[config.mk]
export PLATFORM = sky130hd
export DESIGN_NAME = frame_serializer
export DESIGN_NICKNAME = d
export VERILOG_FILES = /design/src/rtl/frame_serializer.sv
export SDC_FILE = /design/constraint.sdc
export NUM_CORES = 1
export LEC_CHECK = 0
export CAP_MARGIN = 20
export CORE_MARGIN = 4
export CORE_UTILIZATION = 40
export CTS_BUF_LIST = sky130_fd_sc_hd__clkbuf_16
export DETAILED_ROUTE_END_ITERATION = 8
export HOLD_SLACK_MARGIN = 0.06
export PLACE_DENSITY = 0.68
export SYNTH_ARGS = -nofsm -noshare
export SYNTH_HDL_FRONTEND = slang
export SYNTH_SLANG_ARGS = --single-unit
[constraint.sdc]
create_clock -name clk -period 2.09 [get_ports clk]
set_clock_uncertainty 0.15 [all_clocks]
set_input_delay 0.627 -clock clk [delete_from_list [all_inputs] [get_ports clk]]
set_output_delay 0.627 -clock clk [all_outputs]
set_load 0.03 [all_outputs]
[src/rtl/frame_serializer.sv]
// Transmit-side serializer for the inter-layer 3D test link: sync header, payload MSB first, optional parity.
// Optional even-parity trailer is enabled with FRAME_SERIALIZER_PARITY_EN.
module frame_serializer #(
  parameter int unsigned       DATA_W    = 32,
  parameter int unsigned       SYNC_W    = 8,
  parameter logic [SYNC_W-1:0] SYNC_WORD = 8'hA5,
  parameter logic              IDLE_LVL  = 1'b0
) (
  input  logic              clk,
  input  logic              rst,
  input  logic              in_valid,
  input  logic [DATA_W-1:0] in_data,
  output logic              in_ready,
  output logic              data_out,
  output logic              tx_active,
  output logic              frame_done
);

  localparam int unsigned MAX_W = (SYNC_W > DATA_W) ? SYNC_W : DATA_W;
  localparam int unsigned CNT_W = $clog2(MAX_W);

  typedef enum logic [1:0] {IDLE, SYNC, DATA, PAR} state_t;

  state_t             state;
  logic [CNT_W-1:0]   cnt;
  logic [DATA_W-1:0]  shreg;
  logic [SYNC_W-1:0]  sync_sh;
`ifdef FRAME_SERIALIZER_PARITY_EN
  logic               par_bit;
`endif

  logic take;
  assign take = in_valid && in_ready;

  // state names the field whose bit is on data_out during the current cycle
  always_ff @(posedge clk or posedge rst) begin
    if (rst) begin
      state      <= IDLE;
      cnt        <= '0;
      shreg      <= '0;
      sync_sh    <= '0;
      data_out   <= IDLE_LVL;
      tx_active  <= 1'b0;
      frame_done <= 1'b0;
      in_ready   <= 1'b1;
`ifdef FRAME_SERIALIZER_PARITY_EN
      par_bit    <= 1'b0;
`endif
    end else begin
      frame_done <= 1'b0;
      if (take) begin
        // accepted in IDLE or on the last bit: next cycle carries the sync MSB
        state     <= SYNC;
        cnt       <= '0;
        shreg     <= in_data;
        sync_sh   <= SYNC_WORD << 1;
        data_out  <= SYNC_WORD[SYNC_W-1];
        tx_active <= 1'b1;
        in_ready  <= 1'b0;
`ifdef FRAME_SERIALIZER_PARITY_EN
        par_bit   <= ^in_data;
`endif
      end else begin
        case (state)
          IDLE: begin
            data_out  <= IDLE_LVL;
            tx_active <= 1'b0;
            in_ready  <= 1'b1;
          end
          SYNC: begin
            if (cnt == CNT_W'(SYNC_W - 1)) begin
              state    <= DATA;
              cnt      <= '0;
              data_out <= shreg[DATA_W-1];
              shreg    <= shreg << 1;
            end else begin
              cnt      <= cnt + 1'b1;
              data_out <= sync_sh[SYNC_W-1];
              sync_sh  <= sync_sh << 1;
            end
          end
          DATA: begin
            if (cnt == CNT_W'(DATA_W - 1)) begin
`ifdef FRAME_SERIALIZER_PARITY_EN
              state      <= PAR;
              cnt        <= '0;
              data_out   <= par_bit;
              frame_done <= 1'b1;
              in_ready   <= 1'b1;
`else
              state      <= IDLE;
              cnt        <= '0;
              data_out   <= IDLE_LVL;
              tx_active  <= 1'b0;
              in_ready   <= 1'b1;
`endif
            end else begin
              cnt      <= cnt + 1'b1;
              data_out <= shreg[DATA_W-1];
              shreg    <= shreg << 1;
`ifndef FRAME_SERIALIZER_PARITY_EN
              if (cnt == CNT_W'(DATA_W - 2)) begin
                frame_done <= 1'b1;
                in_ready   <= 1'b1;
              end
`endif
            end
          end
          default: begin
            // parity cycle ended without a new word
            state     <= IDLE;
            cnt       <= '0;
            data_out  <= IDLE_LVL;
            tx_active <= 1'b0;
            in_ready  <= 1'b1;
          end
        endcase
      end
    end
  end

endmodule

==> results_dict.tcl, run 1 <==
set metrics [dict create \
    most_frequent_cells_in_the_layout "sky130_fd_sc_hd__dfrtp_1, sky130_fd_sc_hd__clkdlybuf4s50_1, sky130_fd_sc_hd__and2_1, sky130_fd_sc_hd__nor2_1, sky130_fd_sc_hd__a31oi_1" \
    tightest_slew_ns 0.340 \
    clockPowerShare 0.202 \
    rr_worst_depth 7 \
    effective_utilization_at_floorplan 0.414 \
    n_antenna_cell 0 \
    internal-power_mw 3.23 \
    comb_power_share 0.465 \
    worstReg2RegStart "cnt[0]" \
    floorplan.die.width_um 94.9 \
    timing.critical_path.slowest_stage_cell "sky130_fd_sc_hd__dfstp_2" \
    numCtsBuffers 5 \
    leakage_nw 1.49 \
    portion_of_the_clock_cycle_consumed_by_the_worst_path_in_the_final_layout 0.966 \
    crit_path_start_kind "flip-flop" \
    track_usage 0.176 \
    cts.hold.buffers_added 0 \
    final.min_clock_period_ns 2.02 \
    switching_share_of_power 0.373 \
    synthesis.instances 329 \
    worstPathBufferInverterCount 1 \
    finalCoreUtilization 0.524 \
    stdcell_area_mm2 0.00382 \
    worstHoldPathType "reg2reg" \
    arrival_ns 1.24 \
    detail_route.wl_per_cell_um 17.1 \
    ant_nets 0 \
    grt_pass1_vias 2618 \
    cts.htree.levels 2 \
    ys_ff_latch 50 \
    grt_overflow 0 \
    timing.setup.critical_path_class "reg2out" \
    dr.pass1.iters 4 \
    num-nets-final 398 \
    result_of_the_run "finished, final reports clean" \
    hpwl_mm 4.61 \
    dr_total_vias 2794 \
    min_delay_endpoint "sync_sh[6]" \
    cp_cell_sequence "dlygate4sd2_1" \
    drc 0 \
    share_seq_of_total_power 0.332 \
    area_delta_synth_final_pct 26.5 \
    avgViaCountPerCell 6.13 \
    cts_sinks 50 \
    leading_cell_type_in_the_layout_fill_and_taps_excluded "sky130_fd_sc_hd__dfrtp_1" \
    grt_antenna_before_repair 0 \
    yosysWarningCount 0 \
    power-per-cell-area_mw_per_mm2 1350 \
    design.core.area_mm2 0.00729 \
    cp_data_required_time_ns 1.31 \
    crit-reg2reg-capture "shreg[19]" \
    port_buffers 38 \
    dieArea_mm2 0.00901 \
    setup_viol 0 \
    die_h_um 94.9 \
    path_delay_family "flip-flops" \
    max-clock-path-buffers 2 \
    share_of_synthesized_area_occupied_by_flip_flops_and_latches 0.414 \
    hold_viol_final 0 \
    max-cap-violations 0 \
    slew_violations 0 \
    routed_wirelength_mm 7.80 \
    wire_length_of_the_first_global_routing_pass_mm 12.8 \
    hold_path.startpoint "sync_sh[5]" \
    synth_area_mm2 0.00302 \
    detailedRoute.firstIterationViolations 263 \
    cpPeakStageDelay_ns 0.56 \
    grt_start_max_net_pins 51 \
    setup.reg_to_reg.worst_slack_ns 0.10 \
    post_synth.cell_area_avg_um2 9.18 \
    worst_setup_path_end_kind "output port" \
    synth_cell_types 36 \
    floorplan.io_pins 39 \
    clk_pin_slew_worst_paths_ns 0.07 \
    dpl_cell_area_mm2 0.00356 \
    clock_latency_ns 0.29 \
    cts_tree "done" \
    drive_gt1_frac 0.115 \
    post-place-cells 446 \
    slew-limit-headroom 0.773 \
    clock-root-buffer "sky130_fd_sc_hd__clkbuf_16" \
    fin_cells 456 \
    power_switching_mw 1.92 \
    worst_voltage_drop_across_the_vdd_grid_mv 0.640 \
    path_depth 1 \
    finalWeightedCongestion 0.780 \
    holdPathStages 2 \
    postSynthNetCount 371 \
    timing.fmax_mhz 495 \
    worstPathMaxFanout 4 \
    placementRows 31 \
]
[final cells by class]
class / count / area, µm²
clock buffer: 5 / 125
clock inverter: 3 / 63.8
fill: 678 / 3470
inverter: 5 / 18.8
multi-input combinational: 232 / 1590
sequential: 50 / 1250
tap: 99 / 124
timing repair buffer: 62 / 651
[cells in the mapped netlist]
cell	number	area (µm²)
sky130_fd_sc_hd__a211oi_1	1	7.51
sky130_fd_sc_hd__a21oi_1	9	45.0
sky130_fd_sc_hd__a22oi_1	1	7.51
sky130_fd_sc_hd__a31oi_1	32	200
sky130_fd_sc_hd__a32oi_1	31	272
sky130_fd_sc_hd__and2_1	32	200
sky130_fd_sc_hd__and3_1	1	6.26
sky130_fd_sc_hd__and3b_1	1	8.76
sky130_fd_sc_hd__and4bb_1	1	12.5
sky130_fd_sc_hd__buf_1	2	7.51
sky130_fd_sc_hd__buf_2	19	95.1
sky130_fd_sc_hd__buf_6	2	22.5
sky130_fd_sc_hd__clkbuf_1	18	67.6
sky130_fd_sc_hd__clkbuf_2	1	5.00
sky130_fd_sc_hd__dfrtp_1	49	1230
sky130_fd_sc_hd__dfstp_2	1	26.3
sky130_fd_sc_hd__ha_1	7	87.6
sky130_fd_sc_hd__inv_1	5	18.8
sky130_fd_sc_hd__mux2i_1	1	10.0
sky130_fd_sc_hd__nand2_1	9	33.8
sky130_fd_sc_hd__nand2b_1	2	12.5
sky130_fd_sc_hd__nand3_1	14	70.1
sky130_fd_sc_hd__nand4_1	1	6.26
sky130_fd_sc_hd__nand4bb_1	1	11.3
sky130_fd_sc_hd__nor2_1	32	120
sky130_fd_sc_hd__nor2b_1	4	25.0
sky130_fd_sc_hd__nor4bb_1	1	10.0
sky130_fd_sc_hd__o21a_1	1	7.51
sky130_fd_sc_hd__o21ai_0	11	55.1
sky130_fd_sc_hd__o21ai_1	1	5.00
sky130_fd_sc_hd__o221ai_1	29	254
sky130_fd_sc_hd__o221ai_2	2	30.0
sky130_fd_sc_hd__o22ai_1	1	6.26
sky130_fd_sc_hd__o311a_1	1	10.0
sky130_fd_sc_hd__o31ai_1	4	30.0
sky130_fd_sc_hd__xor2_1	1	8.76
[worst max path at each step]
stage                        start   endpoint  slack, ns
after floorplan                rst     cnt[0]       0.11
after global placement    in_ready   in_ready       0.11
after detailed placement  in_ready   in_ready       0.10
after CTS                 data_out   data_out       0.01
after global routing        cnt[1]  shreg[27]     -0.005
final                     in_ready   in_ready       0.07
[sequential cells by signal, indices dropped and copies added, names as in the netlist]
register,flops
tx_active,1
frame_done,1
state,2
in_ready,1
sync_sh,7
shreg,32
cnt,5
data_out,1
[power by group through the flow]
stage	Clock, mW	Combinational [mW]	Sequential (mW)
after CTS	1.07	2.37	1.70
after floorplan	0	1.73	1.69
after detailed placement	0	2.38	1.70
after global routing	1.11	2.66	1.76
after global placement	0	2.33	1.69
final	1.04	2.39	1.71
[worst register-to-register path, delay by kind of cell, from the launching register on]
| family | cells | cell delay, ns |
|---|---|---|
| adder cells (fa/ha/maj) | 2 | 0.47 |
| AO/OA/AOI/OAI | 2 | 0.34 |
| AND/OR/NAND/NOR | 2 | 0.37 |
| flip-flops | 1 | 0.39 |
| buffers and inverters | 1 | 0.18 |
[metal layers]
metal	routed length [µm]	GRT usage
met5	0	0
met2	3690	0.272
met1	3560	0.249
met3	484	0.0351
met4	56	0.0469
[through the flow]
stage | total power [mW] | setup WS [ns] | hold slack, ns | setup TNS, ns
6_report | 5.14 | 0.0706 | 0.368 | 0
3_3_place_gp | 4.03 | 0.106 | 0.340 | 0
2_1_floorplan | 3.42 | 0.113 | 0.320 | 0
5_1_grt | 5.52 | -0.00479 | 0.405 | -0.00479
4_1_cts | 5.14 | 0.0109 | 0.372 | 0
3_5_place_dp | 4.08 | 0.104 | 0.355 | 0
[cells by family (layout without fill, tap and decap cells)]
group,count (synthesis),in the layout,share of synthesized area
compound gates,124,124,0.308
simple gates,99,99,0.171
flops,50,50,0.414
buf+inv,47,75,0.0716
fa+ha+maj,7,7,0.0290
xor+xnor,1,1,0.00290
mux,1,1,0.00331
[timing repair]
action / 4_1_cts / 5_1_grt
gates cloned: 0 / 1
resized for setup: 2 / 8
buffers inserted: 0 / 1
pin swaps: 0 / 0
endpoints found under the setup margin: 2 / 20
(Power assumes the default switching activity.)
==> inputs of run 2 (changes only) <==
Clock period 2.09 ns to 2.2 ns, I/O delays scaled along.
==> results_dict.tcl, run 2 (same netlist as run 1, synthesis figures left out) <==
set metrics [dict create \
    max-cap-violations 0 \
    dr_total_vias 2775 \
    cts.repair.resized 1 \
    register_area_mm2 0.00125 \
    worst_setup_path_end_kind "output port" \
    top_register "shreg" \
    slew_violations 0 \
    final.min_clock_period_ns 2.11 \
    timing.fmax_mhz 473 \
    slew-limit-headroom 0.745 \
    finalSetupTns_ns 0 \
    n_antenna_cell 0 \
    cpPeakStageDelay_ns 0.67 \
    setup.reg_to_reg.worst_slack_ns 0.16 \
    drive_gt1_frac 0.0938 \
    number_of_flip_flops_in_the_largest_register 32 \
    timing.critical_path.slowest_stage_cell "sky130_fd_sc_hd__clkdlybuf4s50_1" \
    avgViaCountPerCell 6.15 \
    worst_voltage_drop_across_the_vdd_grid_mv 0.957 \
    multi_input_comb_area_mm2 0.00156 \
    hpwl_mm 4.72 \
    grt_pass1_vias 2616 \
    detailedRoute.firstIterationViolations 254 \
    grt_antenna_before_repair 0 \
    drc 0 \
    finalWeightedCongestion 0.794 \
    die_h_um 94.9 \
    cts.hold.buffers_added 0 \
    grt_overflow 0 \
    detail_route.wl_per_cell_um 17.2 \
    comb_power_share 0.468 \
    crit_path_start_kind "flip-flop" \
    cts_tree "done" \
    cp_data_required_time_ns 1.39 \
    leakage_nw 1.41 \
    cts_sinks 50 \
    switching_share_of_power 0.386 \
    fillers 707 \
    result_of_the_run "finished, final reports clean" \
    worstHoldPathType "reg2reg" \
    worstPathBufferInverterCount 1 \
    floorplan.io_pins 39 \
    power-per-cell-area_mw_per_mm2 1280 \
    most_frequent_cells_in_the_layout "sky130_fd_sc_hd__dfrtp_1, sky130_fd_sc_hd__clkdlybuf4s50_1, sky130_fd_sc_hd__and2_1, sky130_fd_sc_hd__nor2_1, sky130_fd_sc_hd__a31oi_1" \
    ant_nets 0 \
    met2WireLength_mm 3.62 \
    wire_length_of_the_first_global_routing_pass_mm 13.0 \
    rsz0062_at_grt "false" \
    port_buffers 38 \
    routed_wirelength_mm 7.77 \
    dieArea_mm2 0.00901 \
    max-clock-path-buffers 2 \
    cp_cell_sequence "clkdlybuf4s50_1" \
    dr.pass1.iters 5 \
    grt_start_max_net_pins 51 \
    clk_pin_slew_worst_paths_ns 0.07 \
    track_usage 0.177 \
    wl_met3_um 459 \
    clockPowerShare 0.186 \
    tightest_slew_ns 0.383 \
    path_delay_family "buffers and inverters" \
    floorplan.die.width_um 94.9 \
    setup_viol 0 \
    internal-power_mw 2.90 \
    portion_of_the_clock_cycle_consumed_by_the_worst_path_in_the_final_layout 0.961 \
    leading_cell_type_in_the_layout_fill_and_taps_excluded "sky130_fd_sc_hd__dfrtp_1" \
    area_delta_synth_final_pct 21.8 \
    worstPathMaxFanout 2 \
    arrival_ns 1.30 \
    numCtsBuffers 5 \
    hold-worst-slack_ns 0.353 \
    cts.htree.levels 2 \
    top_layer "met4" \
    design.core.area_mm2 0.00729 \
    cts_setup_buffers 0 \
    clock-root-buffer "sky130_fd_sc_hd__clkbuf_16" \
    num-nets-final 393 \
    timing.setup.critical_path_class "reg2out" \
    hold_viol_final 0 \
    share_seq_of_total_power 0.345 \
    metal_1_wl_mm 3.65 \
    power_mw 4.71 \
    placementRows 31 \
    registers_with_the_highest_flip_flop_counts "shreg x32, sync_sh x7, cnt x5" \
    effective_utilization_at_floorplan 0.414 \
    clock_latency_ns 0.29 \
    power_switching_mw 1.82 \
]
## run 2: cell count changes in the layout (fill, tap and decap cells not counted), sizes merged
cell / delta
dlymetal6s2s: -2
inv: +1
clkbuf: -1
clkdlybuf4s50: +3
dlygate4sd2: -1
clkinvlp: +1
bufinv: -1
clkinv: -1
buf: -4
## run 2: cell type report
class / count / share of cell area
Clock buffer: 5 / 0.0340
Clock inverter: 3 / 0.0112
Inverter: 5 / 0.00510
Multi-Input combinational cell: 232 / 0.424
Sequential cell: 50 / 0.340
Tap cell: 99 / 0.0337
Timing Repair Buffer: 57 / 0.152
## run 2: stage by stage
stage | cells | util | setup WS (ns) | cell area, µm²
floorplan | 329 | - | 0.190 | 3020
finish | 451 | 0.505 | 0.0856 | 3680
CTS | 451 | 0.505 | 0.0772 | 3680
global route | 451 | 0.505 | 0.0127 | 3680
detailed placement | 443 | 0.482 | 0.158 | 3520
global placement | 443 | 0.482 | 0.184 | 3520
## run 2: worst paths after layout
kind,endpoint,cells past startpoint,from
min reg2reg,sync_sh[3],2,sync_sh[2]
max,tx_active,1,tx_active
max reg2reg,shreg[25],7,cnt[0]
min,sync_sh[3],2,sync_sh[2]
max in group asynchronous,in_ready,3,rst
min in group asynchronous,shreg[1],3,rst
## run 2: power groups by stage
stage          Combinational (mW)  Sequential, mW  Clock (mW)
5_1_grt                      2.46            1.69       0.935
3_5_place_dp                 2.21            1.63           0
2_1_floorplan                1.64            1.61           0
6_report                     2.21            1.63       0.879
3_3_place_gp                 2.17            1.61           0
4_1_cts                      2.21            1.62       0.894
## run 2: routing by layer
metal  vias up  GRT usage
met5         -          0
met4         0     0.0349
met1      1376      0.250
met2        82      0.282
met3         5     0.0382
li1       1312          -
